<file path="src/rtl/clk_div_bank_pkg.sv">
`default_nettype none
// ============================================================================
// Module      : clk_div_bank_pkg
// Description : Shared PHY clocking constants for the divided-clock bank.
// Revision    : 1.0 - initial release
// ============================================================================
package clk_div_bank_pkg;

    localparam int CLK_DIV_CNT_W_DEFAULT = 4;

    // Half-period-minus-one values that reproduce the legacy 4f/2f/f clocks
    localparam int HP_4F = 1;
    localparam int HP_2F = 3;
    localparam int HP_F  = 7;

    localparam int CH_4F = 0;
    localparam int CH_2F = 1;
    localparam int CH_F  = 2;

endpackage
`default_nettype wire

</file>
<file path="src/rtl/clk_div_bank_if.sv">
`default_nettype none
// ============================================================================
// Module      : clk_div_bank_if
// Description : Control and divided-clock bundle of the clock divider bank.
// Revision    : 1.0 - initial release
// ============================================================================
interface clk_div_bank_if #(
    parameter int NUM_CH = 3,
    parameter int CNT_W  = 4
);
    logic [NUM_CH-1:0]       enable;
    logic [NUM_CH*CNT_W-1:0] half_per;
    logic                    resync;
    logic [NUM_CH-1:0]       clk_out;
    logic [NUM_CH-1:0]       rise_tick;
    logic                    aligned;

    modport master (
        output enable, half_per, resync,
        input  clk_out, rise_tick, aligned
    );

    modport slave (
        input  enable, half_per, resync,
        output clk_out, rise_tick, aligned
    );
endinterface
`default_nettype wire

</file>
<file path="src/rtl/clk_div_chan.sv">
`default_nettype none
// ============================================================================
// Module      : clk_div_chan
// Description : One divided-clock channel with shadowed, glitch-free ratio.
// Revision    : 1.0 - initial release
// ============================================================================
module clk_div_chan #(
    parameter int CNT_W = 4
) (
    input  logic             clk16f,
    input  logic             i_restart,
    input  logic             i_enable,
    input  logic [CNT_W-1:0] i_half_per,
    output logic             o_clk_out,
    output logic             o_rise_tick,
    output logic             o_ratio_chg
);
    logic [CNT_W-1:0] r_cnt;
    logic [CNT_W-1:0] r_act_h;
    logic             r_clk_out;
    logic             r_rise_tick;
    logic             w_terminal;
    logic             w_rise;

    // ">=" recovers from a count left above a freshly shrunk ratio
    assign w_terminal  = (r_cnt >= r_act_h);
    assign w_rise      = i_enable & w_terminal & ~r_clk_out;
    // Flags a shadow-ratio load that changes the value, outside a restart
    assign o_ratio_chg = ~i_restart & (~i_enable | w_rise) & (i_half_per != r_act_h);

    always_ff @(posedge clk16f) begin
        if (i_restart || !i_enable) begin
            r_cnt       <= '0;
            r_clk_out   <= 1'b1;
            r_rise_tick <= 1'b0;
            r_act_h     <= i_half_per;
        end else begin
            r_rise_tick <= w_rise;
            if (w_terminal) begin
                r_clk_out <= ~r_clk_out;
                r_cnt     <= '0;
                if (w_rise) begin
                    r_act_h <= i_half_per;
                end
            end else begin
                r_cnt <= r_cnt + 1'b1;
            end
        end
    end

    assign o_clk_out   = r_clk_out;
    assign o_rise_tick = r_rise_tick;
endmodule
`default_nettype wire

</file>
<file path="src/rtl/clk_div_bank.sv">
`default_nettype none
// ============================================================================
// Module      : clk_div_bank
// Description : Bank of NUM_CH programmable clock dividers with phase tracking.
// Revision    : 1.0 - initial release
// ============================================================================
module clk_div_bank
    import clk_div_bank_pkg::*;
#(
    parameter int NUM_CH = 3,
    parameter int CNT_W  = CLK_DIV_CNT_W_DEFAULT
) (
    input  logic           clk16f,
    input  logic           reset,
    clk_div_bank_if.slave  bus
);
    logic              w_restart;
    logic [NUM_CH-1:0] w_ratio_chg;
    logic [NUM_CH-1:0] w_clk_out;
    logic [NUM_CH-1:0] w_rise_tick;
    logic [NUM_CH-1:0] r_en_q;
    logic              r_aligned;

    assign w_restart = reset | bus.resync;

    generate
        for (genvar ch = 0; ch < NUM_CH; ch++) begin : g_chan
            clk_div_chan #(
                .CNT_W (CNT_W)
            ) u_chan (
                .clk16f      (clk16f),
                .i_restart   (w_restart),
                .i_enable    (bus.enable[ch]),
                .i_half_per  (bus.half_per[ch*CNT_W +: CNT_W]),
                .o_clk_out   (w_clk_out[ch]),
                .o_rise_tick (w_rise_tick[ch]),
                .o_ratio_chg (w_ratio_chg[ch])
            );
        end
    endgenerate

    // Coherence is lost for good once any ratio or enable moves on its own
    always_ff @(posedge clk16f) begin
        r_en_q <= bus.enable;
        if (w_restart) begin
            r_aligned <= 1'b1;
        end else if ((|w_ratio_chg) || (bus.enable != r_en_q)) begin
            r_aligned <= 1'b0;
        end
    end

    assign bus.clk_out   = w_clk_out;
    assign bus.rise_tick = w_rise_tick;
    assign bus.aligned   = r_aligned;
endmodule
`default_nettype wire

</file>
<file path="src/flat_wrapper.sv">
// flat-port wrapper written by rule: the top's interface ports become plain ports
module clk_div_bank_flat import clk_div_bank_pkg::*;
#(
    parameter int NUM_CH = 3,
    parameter int CNT_W  = CLK_DIV_CNT_W_DEFAULT
)
  (clk16f, reset, bus_enable, bus_half_per, bus_resync, bus_clk_out, bus_rise_tick, bus_aligned);
  clk_div_bank_if #(.NUM_CH(NUM_CH), .CNT_W(CNT_W)) bus_i ();
  input  logic clk16f;
  input  logic reset;
  input wire logic [$bits(bus_i.enable)-1:0] bus_enable;
  input wire logic [$bits(bus_i.half_per)-1:0] bus_half_per;
  input wire logic [$bits(bus_i.resync)-1:0] bus_resync;
  output wire logic [$bits(bus_i.clk_out)-1:0] bus_clk_out;
  output wire logic [$bits(bus_i.rise_tick)-1:0] bus_rise_tick;
  output wire logic [$bits(bus_i.aligned)-1:0] bus_aligned;
  assign bus_i.enable = bus_enable;
  assign bus_i.half_per = bus_half_per;
  assign bus_i.resync = bus_resync;
  assign bus_clk_out = bus_i.clk_out;
  assign bus_rise_tick = bus_i.rise_tick;
  assign bus_aligned = bus_i.aligned;
  clk_div_bank #(.NUM_CH(NUM_CH), .CNT_W(CNT_W)) u_core (.clk16f(clk16f), .reset(reset), .bus(bus_i));
endmodule
</file>
<file path="config.mk">
export PLATFORM = sky130hd
export DESIGN_NAME = clk_div_bank_flat
export DESIGN_NICKNAME = d
export VERILOG_FILES = /design/src/rtl/clk_div_bank_pkg.sv /design/src/rtl/clk_div_bank_if.sv /design/src/rtl/clk_div_chan.sv /design/src/rtl/clk_div_bank.sv /design/src/flat_wrapper.sv
export SDC_FILE = /design/constraint.sdc
export NUM_CORES = 1
export LEC_CHECK = 0
export CORE_ASPECT_RATIO = 0.6
export CORE_MARGIN = 8
export CORE_UTILIZATION = 25
export CTS_CLUSTER_DIAMETER = 120
export CTS_CLUSTER_SIZE = 30
export DETAILED_ROUTE_END_ITERATION = 6
export SLEW_MARGIN = 20
export SYNTH_ARGS = -nofsm -noshare
export SYNTH_HDL_FRONTEND = slang
export SYNTH_SLANG_ARGS = --single-unit
</file>
<file path="constraint.sdc">
create_clock -name clk16f -period 1.76 [get_ports clk16f]
set_input_delay 0.352 -clock clk16f [delete_from_list [all_inputs] [get_ports clk16f]]
set_output_delay 0.352 -clock clk16f [all_outputs]
set_load 0.02 [all_outputs]
</file>
### Word level (Yosys, flattened, before mapping)

Index checks and enable logic that the tools add are counted.

| operators by class | value |
|---|---|
| add/subtract/negate cells | 3 |
| magnitude comparators | 3 |
| equal/unequal tests | 4 |
| muxes and demuxes | 9 |
| bitwise gates (word level) | 23 |
| reductions and logical operators | 20 |

Operators with widths:

| kind | count |
|---|---|
| 2-to-1 mux 4 bit | 9 |
| adder 4 x 1 -> 4 bit, second input constant | 3 |
| bitwise AND 1 bit | 12 |
| >= comparator 4 bit | 3 |
| != test 4 bit | 3 |
| nonzero test 2 bit | 6 |
| NOT 1 bit | 7 |
| AND reduction 2 bit | 3 |
| OR reduction 2 bit | 3 |
| logical OR 1 bit | 4 |
| bitwise OR 1 bit | 4 |
| zero test 1 bit | 3 |
| != test 3 bit | 1 |
| OR reduction 3 bit | 1 |

| storage, ports and cells | value |
|---|---|
| register bits | 34 |
| bits of input ports | 18 |
| output and inout port bits | 7 |

### Logic depth before layout (Yosys ltp)

| depth | value |
|---|---|
| word-level depth | 8 |
| gate-level depth with buffers | 7 |
| depth with buffers taken out | 7 |

### By module

Synthesis repeated with hierarchy kept, for this count alone.

| unflattened totals | value |
|---|---|
| cell total of the unflattened synthesis | 145 |
| area total of the unflattened synthesis | 1679.1 µm² |

Modules (own cells, without submodules):

| module | instances | cells each | area each (µm²) | sequential area each (µm²) |
|---|---|---|---|---|
| clk_div_chan | 3 | 45 | 513.0 | 240.2 |
| clk_div_bank | 1 | 10 | 140.1 | 80.1 |

### Least setup slack after synthesis

OpenSTA, ideal clock, no wires.

| timing | value |
|---|---|
| path kind | reg2reg |
| from | register u_core.g_chan[2].u_chan.r_act_h[3] |
| to | register u_core.g_chan[2].u_chan.r_act_h[0], enable pin |
| data arrival time | 1.248 ns |
| required time | 1.448 ns |
| path slack | 0.199 ns |
| cell stages (with the launch flop) | 7 |
| clock period less this slack | 1.561 ns |
| cell sequence | edfxtp_1 -> inv_1 -> ha_1 -> o21a_1 -> nor2_1 -> a211o_2 -> nand3_1 |

| on the way | value |
|---|---|
| longest elaborated chain between the ends | 5 |
| elaborated cells between the ends (all ways) | 6 |
| those cells by class | order compare (1); bitwise (2); reduce/logical (3) |

RTL lines:

| what | line | source |
|---|---|---|
| start, declared | clk_div_chan.sv:19 | `logic [CNT_W-1:0] r_act_h;` |
| start signal, assigned | clk_div_chan.sv:36 | `r_act_h <= i_half_per;` |
| start signal, assigned | clk_div_chan.sv:43 | `r_act_h <= i_half_per;` |
| >= comparator 4 bit (*) | clk_div_chan.sv:26 | `assign w_terminal = (r_cnt >= r_act_h);` |
| bitwise AND 1 bit (2 in series) | clk_div_chan.sv:27 | `assign w_rise = i_enable & w_terminal & ~r_clk_out;` |
| nonzero test 2 bit (no line) | -- |  |
| AND reduction 2 bit (no line) (*) | -- |  |

Mark *: on every way between the ends. The rest lies on a longest branch, timed or not.
A chain may end at the register's enable or synchronous reset.

### Worst setup path after layout

| timing | value |
|---|---|
| from | register u_core.g_chan[2].u_chan.r_act_h[2] |
| to | register u_core.r_aligned, in the netlist u_core.bus.aligned |

| on the way | value |
|---|---|
| longest elaborated chain between the ends | 8 |
| elaborated cells between the ends (all ways) | 9 |
| those cells by class | order compare (1); eq/ne (1); bitwise (5); reduce/logical (2) |

RTL lines:

| what | line | source |
|---|---|---|
| >= comparator 4 bit | clk_div_chan.sv:26 |  |
| bitwise AND 1 bit (2 in series) | clk_div_chan.sv:27 |  |
| bitwise OR 1 bit | clk_div_chan.sv:29 | `assign o_ratio_chg = ~i_restart & (~i_enable \| w_rise) & (i_half_per != r_act_h);` |
| bitwise AND 1 bit | clk_div_chan.sv:29 |  |
| bitwise AND 1 bit (*) | clk_div_chan.sv:29 |  |
| OR reduction 3 bit (*) | clk_div_bank.sv:47 | `end else if ((\|w_ratio_chg) \|\| (bus.enable != r_en_q)) begin` |
| logical OR 1 bit (*) | clk_div_bank.sv:47 |  |
| end signal, assigned | clk_div_bank.sv:46 | `r_aligned <= 1'b1;` |
| end signal, assigned | clk_div_bank.sv:48 | `r_aligned <= 1'b0;` |
| end, declared | clk_div_bank.sv:22 | `logic r_aligned;` |

Marks and branches as above.

==> summary.txt <==
Critical path
  • Startpoint Class: register
  • Critical Path RT: approximately 2.0 ns
  • R2R Path End: u_core.bus.aligned
  • Worst-path fanout max: 4
  • Critical Path Slowest Stage Cell: edfxtp_1
  • Slowest stage delay, CP: 0.42 ns
  • Critical Path Sink Type: register
  • Crit Path Class: reg2reg
  • Path depth of the worst reg2reg path: 7
  • Critical path's top delay family: compound AO/OA/AOI/OAI gates
  • Critical path data arrival time: between 1.5 and 2 ns
  • FF-to-FF Start: u_core.g_chan[2].u_chan.r_act_h[2]
  • Critical path buffers and inverters: 1
  • Crit-path cells: inv_1 > ha_1 > o21a_1 > nor2_1 > a211o_2 > a21oi_1 > o41ai_2
  • Worst R2R Setup Slack: 0.1 ns

STA
  • Fin. max-slew vios: 0
  • Layout Skew: between 0.006 and 0.007 ns
  • Unrepaired setup endpoints after global routing: no
  • Setup violators final: 0
  • Crit path time final: about 1.7 ns
  • Setup ws final: about 0.096 ns
  • Fmax: between 600 and 700 MHz
  • Slew margin rel.: 0.7710
  • Fin. Hold Viols: 0
  • Period utilization: 0.9453
  • Worst-Margin Slew: between 0.3 and 0.4 ns

Power and ir drop
  • Comb power frac: 0.091
  • Clock share of power: 0.452
  • PD cells: ~900 nW/um2
  • Lkg Pwr: between 0.0008 and 0.0009 uW
  • Internal power: approximately 1500 uW
  • Reg power frac: 0.457
  • Net Switching: approximately 390 uW
  • Sw Share: 0.2066
  • Maximum vdd drop: about 0.29 mV

Cells and area
  • P&R area growth vs syn: 30.61%
  • # diodes: 0
  • Nets: 218
  • Final core occ: 0.3411
  • Most common cell after layout, fill and taps aside: clkdlybuf4s50_1
  • Layout cells sized above 1: 0.1237
  • Commonest non-fill, non-tap cells in the layout: 24 x clkdlybuf4s50_1, 22 x dfxtp_1, 18 x inv_1, 18 x nor2_1

Routing
  • 1st-pass router iterations: 4
  • Routed wire length: ~3000 um
  • Vias: 1,058
  • DR WL/cell: around 11 um
  • Number of remaining DRC errors: 0
  • Drt first-iter violations: 46
  • ANT nets after route: 0
  • DR vias/cell: 3.919

CTS
  • CTS buffer count: 5
  • Clock Path Buffers: 2
  • CTS tree: yes
  • Root Driver: clkbuf_8
  • CTS Sinks: 34
  • Clock Latency Late Sink: 0.28 ns
  • CTS H-Tree Depth: 2
  • CTS clk-pin slew, worst paths: 0.07 ns

Yosys
  • Sequential share of the synthesized area: 0.4973
  • Synth warn: 0
  • Synth unique cells: 22
  • Register bit total from synthesis: 34
  • Mapped Area: around 1600 um2
  • Synth Area per Inst: around 10 um2
  • Syn Inst Count: approximately 150
  • Syn_nets: about 190

Worst hold path
  • WHS Endpoint: u_core.g_chan[2].u_chan.r_cnt[0]
  • Hold Crit Start: u_core.g_chan[2].u_chan.r_cnt[0]
  • Hold Path Class: reg2reg
  • Hold Path Depth: 1

Placed design
  • GPL Wtd Cong: between 0.7 and 0.8
  • Detailed-placement wirelength estimate: between 2000 and 2500 um
  • Input/output buffers: 24
  • Placement Setup Slack: -0.1454 ns

Job
  • Max-Cap Viols: 0

Global routing
  • Gr ovfl total: 0
  • First-pass GRT wire length: 5257 um
  • Vias in the first global route: around 1,100
  • GRT Overall Usage: 0.07220
  • Antenna violations before repair: 0
  • Largest net degree at the start of global routing: 12

Floorplanning
  • # IOs: 25
  • Die H: about 78 um
  • # rows: 22
  • Initial cell density of the core: 0.2612
  • Die width: approximately 120 um
  • Core Region: about 6200 um2
  • Die area: ~9300 um2

Run status
  • Status: complete, no violations
==> worst max path at each step <==
stage	startpoint	end	slack, ns	cells after the start
after floorplan	u_core.g_chan[2].u_chan.r_act_h[3]	u_core.g_chan[2].u_chan.r_act_h[0]	0.20	6
after detailed placement	bus_half_per[11]	u_core.bus.aligned	-0.15	6
after global routing	u_core.g_chan[2].u_chan.r_act_h[2]	u_core.bus.aligned	0.01	7
after global placement	bus_half_per[11]	u_core.bus.aligned	-0.14	6
after CTS	u_core.g_chan[1].u_chan.r_act_h[0]	u_core.g_chan[1].u_chan.r_act_h[0]	0.02	4
final	u_core.g_chan[2].u_chan.r_act_h[2]	u_core.bus.aligned	0.1	7
==> worst register-to-register path, delay by kind of cell (launching register included) <==
kind                       cells  cell delay [ns]
buffers and inverters          1             0.08
and+or+nand+nor                1             0.15
adders and majority gates      1             0.21
AOI/OAI and AO/OA              4             0.72
DFF                            1             0.42
==> power groups by stage <==
stage / registers, uW / logic, uW / clock network, uW
finish: 861 / 172 / 852
CTS: 861 / 172 / 885
global route: 865 / 195 / 926
floorplan: 877 / 84.9 / 0
global placement: 878 / 168 / 0
detailed placement: 879 / 171 / 0
==> metal layers <==
metal / global-route usage / part of all wire / up-vias / wire, um
met2: 0.09439 / 0.38 / 20 / 1151
met4: 0.02974 / 0.011 / 0 / 35
met1: 0.1005 / 0.57 / 460 / 1723
met5: 0 / 0 / - / 0
li1: - / - / 574 / -
met3: 0.03000 / 0.046 / 4 / 140
==> what timing repair did <==
| item | in CTS | in global routing |
|---|---|---|
| gates resized for setup | 0 | 5 |
| hold buffers | 0 | 0 |
| setup endpoints to repair | 0 | 14 |
| buffers inserted | 0 | 0 |
==> metrics by stage <==
stage	hold WS (ns)	power (uW)	std cells	area [um2]	setup TNS (ns)
2_1_floorplan	0.3797	962.4	154	1610	0
3_3_place_gp	0.4501	1046	262	1956	-0.1437
3_5_place_dp	0.4578	1050	262	1956	-0.1454
4_1_cts	0.4752	1918	270	2088	0
5_1_grt	0.5039	1986	270	2103	0
6_report	0.4699	1885	270	2103	0
==> state kept, by name, indices dropped and copies added (netlist names) <==
register / flops
u_core.g_chan.u_chan.o_rise_tick: 3
u_core.g_chan.u_chan.r_cnt: 12
u_core.g_chan.u_chan.r_act_h: 12
u_core.g_chan.u_chan.o_clk_out: 3
u_core.bus.aligned: 1
u_core.r_en_q: 3
==> area by class of cell <==
class	instances	area [um2]
Clock buffer	5	68.82
Clock inverter	3	63.81
Fill cell	655	4063
Inverter	18	67.56
Multi-Input combinational cell	96	711.9
Sequential cell	34	800.8
Tap cell	84	105.1
Timing Repair Buffer	30	285.3
==> cells in the mapped netlist (all sizes together) <==
master,number,share of area
dfxtp,22,0.27
nor2,19,0.046
inv,18,0.042
ha,15,0.12
xor2,15,0.082
edfxtp,12,0.22
nand3,7,0.022
xnor2,7,0.038
a21oi,6,0.019
buf,6,0.028
a211o,3,0.018
nand2,3,0.0070
nand4,3,0.012
nor3,3,0.0093
nor4,3,0.012
o21a,3,0.014
o21ai,3,0.0093
or2,3,0.012
nand2b,2,0.0078
o41ai,1,0.010
==> logic make-up (layout without fill, tap and decap cells) <==
logic type | after synthesis | count (layout) | share of synthesized area
AOI/OAI and AO/OA | 16 | 16 | 0.06993
xor gates and xnor gates | 22 | 22 | 0.1197
adders and majority gates | 15 | 15 | 0.1166
buffers and inverters | 24 | 56 | 0.06993
DFF | 34 | 34 | 0.4973
and+or+nand+nor | 43 | 43 | 0.1266
No activity file was read; power rests on OpenSTA's default activity.
